File: src/rtl/quat_integrator.sv
// quat_integrator: integrates q <= q (x) dq (Hamilton product, Q15)
// over one shared multiplier, sequenced by a small FSM.
//
// Ports:
//   clk        rising-edge clock
//   rst        async active-low reset
//   init       sync reload of identity quaternion (top priority)
//   in_valid   dq0..dq3 valid; accepted when in_ready
//   in_ready   IDLE and no init this cycle (combinational)
//   dq0..dq3   signed Q15 delta quaternion
//   q0..q3     signed Q15 orientation (registered)
//   out_valid  one-cycle pulse when q0..q3 update
//   busy       FSM not in IDLE
//
// Build option: define QUAT_RENORM_EN to append a first-order
// renormalisation pass (NORM_SQ, NORM_SCALE) after write-back.

module quat_integrator #(
  parameter int ACC_W   = 34,
  parameter int FRAC    = 15,
  parameter int INIT_Q0 = 32767
) (
  input  logic               clk,
  input  logic               rst,
  input  logic               init,
  input  logic               in_valid,
  output logic               in_ready,
  input  logic signed [15:0] dq0,
  input  logic signed [15:0] dq1,
  input  logic signed [15:0] dq2,
  input  logic signed [15:0] dq3,
  output logic signed [15:0] q0,
  output logic signed [15:0] q1,
  output logic signed [15:0] q2,
  output logic signed [15:0] q3,
  output logic               out_valid,
  output logic               busy
);

  typedef enum logic [2:0] {
    S_IDLE,
    S_MAC,
    S_WB,
    S_NSQ,
    S_NSC
  } state_t;

  localparam logic signed [ACC_W-1:0] HALF =
    ACC_W'(1) << (FRAC - 1);
  localparam logic signed [ACC_W-1:0] QMAX = ACC_W'(32767);
  localparam logic signed [ACC_W-1:0] QMIN = -QMAX;
  localparam logic signed [15:0] Q0_INIT = 16'(INIT_Q0);

  // Subtract flags for the 16 MAC terms, bit = index.
  // r0: - - - at j=1..3, r1: j=3, r2: j=1, r3: j=2.
  localparam logic [15:0] SUBMASK = 16'h428E;

  state_t state;
  logic [3:0] idx;

  logic signed [15:0]      a   [4];
  logic signed [15:0]      b   [4];
  logic signed [15:0]      qr  [4];
  logic signed [ACC_W-1:0] acc [4];

  logic [1:0] k;
  logic [1:0] j;
  logic [1:0] bsel;
  logic       sub;

  logic signed [15:0]      ma;
  logic signed [16:0]      mb;
  logic signed [32:0]      prod;
  logic signed [ACC_W-1:0] pext;

  assign k    = idx[3:2];
  assign j    = idx[1:0];
  // term j of component k pairs a_j with b_(j xor k)
  assign bsel = j ^ k;

  function automatic logic signed [15:0] rsat(
    input logic signed [ACC_W-1:0] v
  );
    logic signed [ACC_W-1:0] r;
    r = (v + HALF) >>> FRAC;
    if (r > QMAX)
      rsat = 16'sd32767;
    else if (r < QMIN)
      rsat = -16'sd32767;
    else
      rsat = r[15:0];
  endfunction

`ifdef QUAT_RENORM_EN
  localparam logic signed [ACC_W-1:0] THREE =
    ACC_W'(3) << FRAC;

  logic signed [ACC_W-1:0] nsq;
  logic signed [16:0]      s;

  // acc[0] holds the sum of squares during NORM_SCALE
  assign nsq = acc[0] >>> FRAC;
  assign s   = 17'((THREE - nsq) >>> 1);
`endif

  always_comb begin
    ma  = a[j];
    mb  = 17'(b[bsel]);
    sub = SUBMASK[idx];
`ifdef QUAT_RENORM_EN
    if (state == S_NSQ) begin
      ma = qr[j];
      mb = 17'(qr[j]);
    end else if (state == S_NSC) begin
      ma = qr[j];
      mb = s;
    end
`endif
  end

  assign prod = 33'(ma) * 33'(mb);
  assign pext = ACC_W'(prod);

  always_ff @(posedge clk or negedge rst) begin
    if (!rst) begin
      state     <= S_IDLE;
      idx       <= '0;
      out_valid <= 1'b0;
      for (int i = 0; i < 4; i++) begin
        a[i]   <= '0;
        b[i]   <= '0;
        acc[i] <= '0;
        qr[i]  <= (i == 0) ? Q0_INIT : '0;
      end
    end else if (init) begin
      state     <= S_IDLE;
      idx       <= '0;
      out_valid <= 1'b0;
      for (int i = 0; i < 4; i++) begin
        acc[i] <= '0;
        qr[i]  <= (i == 0) ? Q0_INIT : '0;
      end
    end else begin
      out_valid <= 1'b0;
      unique case (state)
        S_IDLE: begin
          if (in_valid) begin
            a[0]  <= qr[0];
            a[1]  <= qr[1];
            a[2]  <= qr[2];
            a[3]  <= qr[3];
            b[0]  <= dq0;
            b[1]  <= dq1;
            b[2]  <= dq2;
            b[3]  <= dq3;
            idx   <= '0;
            state <= S_MAC;
            for (int i = 0; i < 4; i++)
              acc[i] <= '0;
          end
        end
        S_MAC: begin
          if (sub)
            acc[k] <= acc[k] - pext;
          else
            acc[k] <= acc[k] + pext;
          idx <= idx + 4'd1;
          if (idx == 4'd15)
            state <= S_WB;
        end
        S_WB: begin
          for (int i = 0; i < 4; i++) begin
            qr[i]  <= rsat(acc[i]);
            acc[i] <= '0;
          end
          idx <= '0;
`ifdef QUAT_RENORM_EN
          state <= S_NSQ;
`else
          out_valid <= 1'b1;
          state     <= S_IDLE;
`endif
        end
`ifdef QUAT_RENORM_EN
        S_NSQ: begin
          acc[0] <= acc[0] + pext;
          idx    <= idx + 4'd1;
          if (j == 2'd3) begin
            idx   <= '0;
            state <= S_NSC;
          end
        end
        S_NSC: begin
          qr[j] <= rsat(pext);
          idx   <= idx + 4'd1;
          if (j == 2'd3) begin
            idx       <= '0;
            out_valid <= 1'b1;
            state     <= S_IDLE;
          end
        end
`endif
        default: state <= S_IDLE;
      endcase
    end
  end

  assign in_ready = (state == S_IDLE) && !init;
  assign busy     = (state != S_IDLE);

  assign q0 = qr[0];
  assign q1 = qr[1];
  assign q2 = qr[2];
  assign q3 = qr[3];

endmodule
File: config.mk
export PLATFORM = sky130hd
export DESIGN_NAME = quat_integrator
export DESIGN_NICKNAME = d
export VERILOG_FILES = /design/src/rtl/quat_integrator.sv
export SDC_FILE = /design/constraint.sdc
export NUM_CORES = 1
export LEC_CHECK = 0
export BUFFER_PORTS_ARGS = -buffer_cell sky130_fd_sc_hd__buf_4
export CAP_MARGIN = 10
export CORE_UTILIZATION = 25
export DETAILED_ROUTE_END_ITERATION = 10
export GPL_ROUTABILITY_DRIVEN = 0
export RECOVER_POWER = 50
export SYNTH_ARGS = -nofsm -noshare
export SYNTH_HDL_FRONTEND = slang
export SYNTH_SLANG_ARGS = --single-unit
File: constraint.sdc
create_clock -name clk -period 11.5 [get_ports clk]
set_input_delay 1.725 -clock clk [delete_from_list [all_inputs] [get_ports clk]]
set_output_delay 1.725 -clock clk [all_outputs]
set_load 0.01 [all_outputs]
==> reports/results.ini, run 1 <==
[run]
max_cap_violations = 4

[worst_setup_path]
critPathKind = reg -> reg
max_stage_delay_ns = 0.57
r2r-start = idx[1]
crit_slowest_cell = mux4_2
cp.arrival_ns = 11.18
cp.required_ns = 11.96
crit_start = idx[1]
critPathMaxFanout = 18
crit_path_end_kind = flop
crit_top_cell = fa_1
critical_path.startpoint_type = flop

[cells_and_area]
nets = 3576
syn_to_final_growth_pct = 12.42
layoutNonFillerInstCount = 4642
drive_gt1_share_pct = 13.57
diodes = 0
post-route-util_pct = 28.47
postLayoutCellArea_sq_mm = 0.03322

[yosys]
synth_enable_flop_cells = 0
yosysTopAreaCell = dfrtp_1
yosys-top-cells-area = dfrtp_1 (27%), fa_1 (18%), ha_1 (6.6%)
ys_types = 91
ys_warn_count = 0
synth_area_sq_mm = 0.02955
ys_top_cells_by_count = inv_1 (383), nand2_1 (323), dfrtp_1 (320), fa_1 (264), nor2_1 (203)
syn_inst = 3038
synth.most_common_cell = inv_1
syn_nets = 3525
synthFlopType = dfrtp_1
syn_avg_cell_area_sq_um = 9.726
ys_async_sr_fraction_pct = 100.0
synth_seq_cells = 335
synth_top_area_share_pct = 27.10
seq_area_frac_synth_pct = 28.44

[cts]
clkLatencyLatePin_ns = 0.58
htreeDepth = 2
cts-hold-fix-buffers = 0
tritoncts = yes
cts_root_buf = clkbuf_16
clk_pin_slew_ns = 0.06
cts_buffer_depth = 3
cts_sinks = 335
cts-buffers-inserted = 38

[route]
wl_met3_microns = 7967
vias = 22910
top_layer = met4
viasPerCell = 4.935
wl_microns = 90680
m1WireLength_microns = 39510
firstDrtPassIters = 5
drtAntennaViolNets = 0
route.met2.wl_microns = 40050
drc = 0
post_drt_wl_per_cell_microns = 19.53
drtIter0Drc = 1739

[timing]
rsz0062_at_grt = false
post-route-period-util_pct = 93.21
setup_violations = 0
tightest_slew_ns = 6.912
period_minus_slack_ns = 10.72
fin_setup_tns_ns = 0
skew_ns = 0.02722
maxSlewHeadroom_pct = -360.8
finalHoldViolations = 0
slew_violations = 310
max_freq_mhz = 93.29

[grt]
grt_overflow = 0
antenna_found_initial = 1
grt_usage_pct = 15.10
grt_pass1_wl_microns = 141000
grt_pass1_vias = 23050
grt_max_degree = 128

[die]
fp.dieW_microns = 345.8
coreArea_sq_mm = 0.1167
fp.dieH_microns = 345.8
num_io_pins = 135
die_area_sq_mm = 0.1196
rows = 125
initial_core_util_pct = 25.32

[place]
dpl-instance-area_sq_mm = 0.03217
port_buffers = 134
place_inst = 4571
dp_hpwl_microns = 69960

[hold_path]
hp-start = acc[36]
min_path_type = reg -> reg

[status]
status = complete, but fails checks
violations = max-capacitance violations, max-slew violations

==> cells by family (layout without fill, tap and decap cells) <==
family	Yosys count	in the layout	share of synthesized area, %
simple gates	794	794	12.20
mux	218	218	10.05
compound gates	590	590	13.68
buf+inv	545	625	6.983
fa+ha+maj	419	419	24.45
xor+xnor	137	137	4.201
flops	335	335	28.44
==> state kept, by name (all words and copies together), names as in the netlist <==
name       count
q1            16
a             64
state          2
b             64
out_valid      1
idx            4
q3            16
q0            16
q2            16
acc          136
==> cell type report <==
type	instances	area [sq um]
clock inverter	16	187.7
multi-input combinational	2158	19140
timing repair buffer	172	1086
fill	12310	83460
inverter	384	1441
clock buffer	53	1047
tap	1524	1907
sequential	335	8407
==> layout by cell type, fill, tap and decap left out, types with 54 or more instances in the layout <==
| cell | instances |
|---|---|
| inv_1 | 383 |
| nand2_1 | 323 |
| dfrtp_1 | 316 |
| fa_1 | 264 |
| nor2_1 | 199 |
| ha_1 | 155 |
| mux2_2 | 145 |
| a21oi_1 | 128 |
| buf_4 | 117 |
| a22o_1 | 94 |
| o21ai_0 | 86 |
| xnor2_1 | 84 |
| clkbuf_1 | 65 |
| nand3_1 | 54 |
==> metal layers <==
layer	track usage, %	vias up
met4	5.079	0
met2	22.87	806
li1	-	10360
met3	4.056	143
met5	0	-
met1	20.68	11600
==> final timing paths <==
path	cells after the start	to	slack, ns
worst max-delay path	35	acc[67]	0.78
worst min-delay path	2	acc[36]	0.48
worst max register to register	35	acc[67]	0.78
worst min register to register	2	acc[36]	0.48
max in group asynchronous	3	idx[0]	1.79
min in group asynchronous	1	acc[75]	3.78
==> critical path, delay by kind of cell, from the launching register on <==
family / cells / cell delay (ns)
buffers and inverters: 4 / 0.54
muxes: 2 / 0.87
DFF: 1 / 0.54
AOI/OAI and AO/OA: 13 / 2.67
and+or+nand+nor: 6 / 1.35
xor gates and xnor gates: 2 / 0.64
adders and majority gates: 8 / 3.96
==> what timing repair did <==
action | CTS | global route
endpoints found under the setup margin | 0 | 7
resized for setup | 0 | 2
buffers inserted | 0 | 2
==> stage by stage <==
stage	worst slack (ns)	hold slack, ns
after global routing	0.001731	0.5010
after detailed placement	0.6007	0.4691
final	0.7812	0.4786
after global placement	0.8505	0.4578
after floorplan	1.251	0.4446
after CTS	0.5963	0.4808
Power of run 1 is left out: the tool's default activity adds up to more than one toggle a clock period on the data nets, which glitch-free logic cannot reach.
==> run 2: changes to the inputs <==
==> constraint.sdc (replaced) <==
create_clock -name clk -period 11.5 [get_ports clk]
set_input_delay 0.575 -clock clk [delete_from_list [all_inputs] [get_ports clk]]
set_output_delay 0.575 -clock clk [all_outputs]
set_load 0.01 [all_outputs]
==> run 2 against run 1 <==
  * The run still ends with max-capacitance violations, max-slew violations left
  * Clock skew increased by 0.00089 ns
  * Die area stayed put
  * Global-route usage unchanged
  * Via count decreased by 0.13%
  * Non-clock buffer count did not move
  * Count of clock-buffer cells in the layout stayed put
  * Worst setup slack got worse by 0.021 ns
  * Worst hold slack got worse by 0.24 ns
  * Wire length barely moved
  * First-iteration DRC count rose by 0.86%
  * Critical path depth did not move
  * Register-to-register slack got worse by 0.02 ns
  * Critical path type unchanged
  * Critical endpoint unchanged
==> reports/results.ini, run 2 (synthesis results as in run 1) <==
[place]
dp_hpwl_microns = 69960
port_buffers = 134

[worst_setup_path]
cp.required_ns = 12.00
critPathMaxFanout = 18
r2r_slack_ns = 0.76
max_stage_delay_ns = 0.57
critPathKind = reg -> reg
r2r-start = idx[1]
r2r_cells = 35
crit_slowest_cell = mux4_2
r2r_end = acc[67]
cp.arrival_ns = 11.24
crit_path_end_kind = flop
critical_path.startpoint_type = flop
crit_top_cell = fa_1

[die]
rows = 125
fp.dieW_microns = 345.8
fp.dieH_microns = 345.8
initial_core_util_pct = 25.32
coreArea_sq_mm = 0.1167
die_area_sq_mm = 0.1196
num_io_pins = 135

[cells_and_area]
drive_gt1_share_pct = 13.41
largest-register = acc
syn_to_final_growth_pct = 12.40
largest_reg_flops = 136
nets = 3576
layout_commonest_cell = inv_1
layout_common_cells = inv_1 (383), nand2_1 (323), dfrtp_1 (316), fa_1 (264), nor2_1 (199)
diodes = 0
top_regs = acc (136), a (64), b (64)

[run]
max_cap_violations = 4

[route]
vias = 22880
drtAntennaViolNets = 0
firstDrtPassIters = 6
drtIter0Drc = 1754
wl_microns = 90750
drc = 0
viasPerCell = 4.928
post_drt_wl_per_cell_microns = 19.55

[grt]
grt_pass1_vias = 23050
grt_pass1_wl_microns = 141000
antenna_found_initial = 1
grt_overflow = 0
grt_max_degree = 128
grt_usage_pct = 15.10

[timing]
setup_violations = 0
fin_setup_tns_ns = 0
slew_violations = 310
rsz0062_at_grt = false
period_minus_slack_ns = 10.74
tightest_slew_ns = 6.910
hold_slack_ns = 0.2374
max_freq_mhz = 93.11
post-route-period-util_pct = 93.39
finalHoldViolations = 0
skew_ns = 0.02811
maxSlewHeadroom_pct = -360.7

[cts]
clk_pin_slew_ns = 0.06
clkLatencyLatePin_ns = 0.58
htreeDepth = 2
tritoncts = yes
cts_buffer_depth = 3
cts-hold-fix-buffers = 0
cts_sinks = 335
cts_root_buf = clkbuf_16
cts-buffers-inserted = 38

[status]
status = complete, but fails checks
violations = max-capacitance violations, max-slew violations

[hold_path]
hold_depth = 2
min_path_type = in -> reg
hold_end = b[28]
hp-start = dq2[12]

[run 2: changes by cell type in the layout (fill, tap and decap cells not counted), sizes merged]
cell / change
clkbuf: +1
buf: -1
[run 2: what timing repair did]
item | in CTS | in global routing
gates resized for setup | 0 | 2
setup buffers | 0 | 2
endpoints found under the setup margin | 0 | 7
[run 2: worst max-delay path by stage]
stage | start | to | slack [ns] | cells past startpoint
after floorplan | idx[0] | acc[67] | 1.25 | 38
after global placement | idx[1] | acc[33] | 0.85 | 37
after detailed placement | idx[1] | acc[67] | 0.60 | 37
after CTS | idx[1] | acc[67] | 0.60 | 37
after global routing | idx[0] | acc[101] | 0.002 | 38
final | idx[1] | acc[67] | 0.76 | 35
[run 2: metrics by stage]
step / setup WS [ns] / std cells / cell area (sq um) / utilization [%]
6_report: 0.7602 / 4642 / 33210 / 28.47
5_1_grt: 0.001725 / 4642 / 33210 / 28.47
4_1_cts: 0.5963 / 4640 / 33410 / 28.63
3_5_place_dp: 0.6007 / 4571 / 32170 / 27.58
3_3_place_gp: 0.8505 / 4571 / 32170 / 27.58
2_1_floorplan: 1.251 / 3038 / 29550 / -
[run 2: critical path, delay by kind of cell (launching register included)]
kind / cells / cell delay, ns
fa+ha+maj: 8 / 3.96
compound gates: 14 / 2.89
simple gates: 5 / 1.18
mux: 2 / 0.88
xor+xnor: 2 / 0.64
flops: 1 / 0.54
buf+inv: 4 / 0.53
[run 2: cell type report]
type                            count  area [sq um]
Clock buffer                       53          1047
Timing Repair Buffer              172          1081
Multi-Input combinational cell   2158         19140
Fill cell                       12310         83460
Clock inverter                     16         187.7
Sequential cell                   335          8407
Inverter                          384          1441
Tap cell                         1524          1907
[run 2: metal layers]
metal | track usage, % | vias to the layer above | share of wire (%)
li1 | - | 10360 | -
met1 | 20.68 | 11590 | 44
met4 | 5.079 | 0 | 3.5
met3 | 4.056 | 144 | 8.7
met5 | 0 | - | 0
met2 | 22.87 | 786 | 44
Power of run 2 is left out for the same reason.
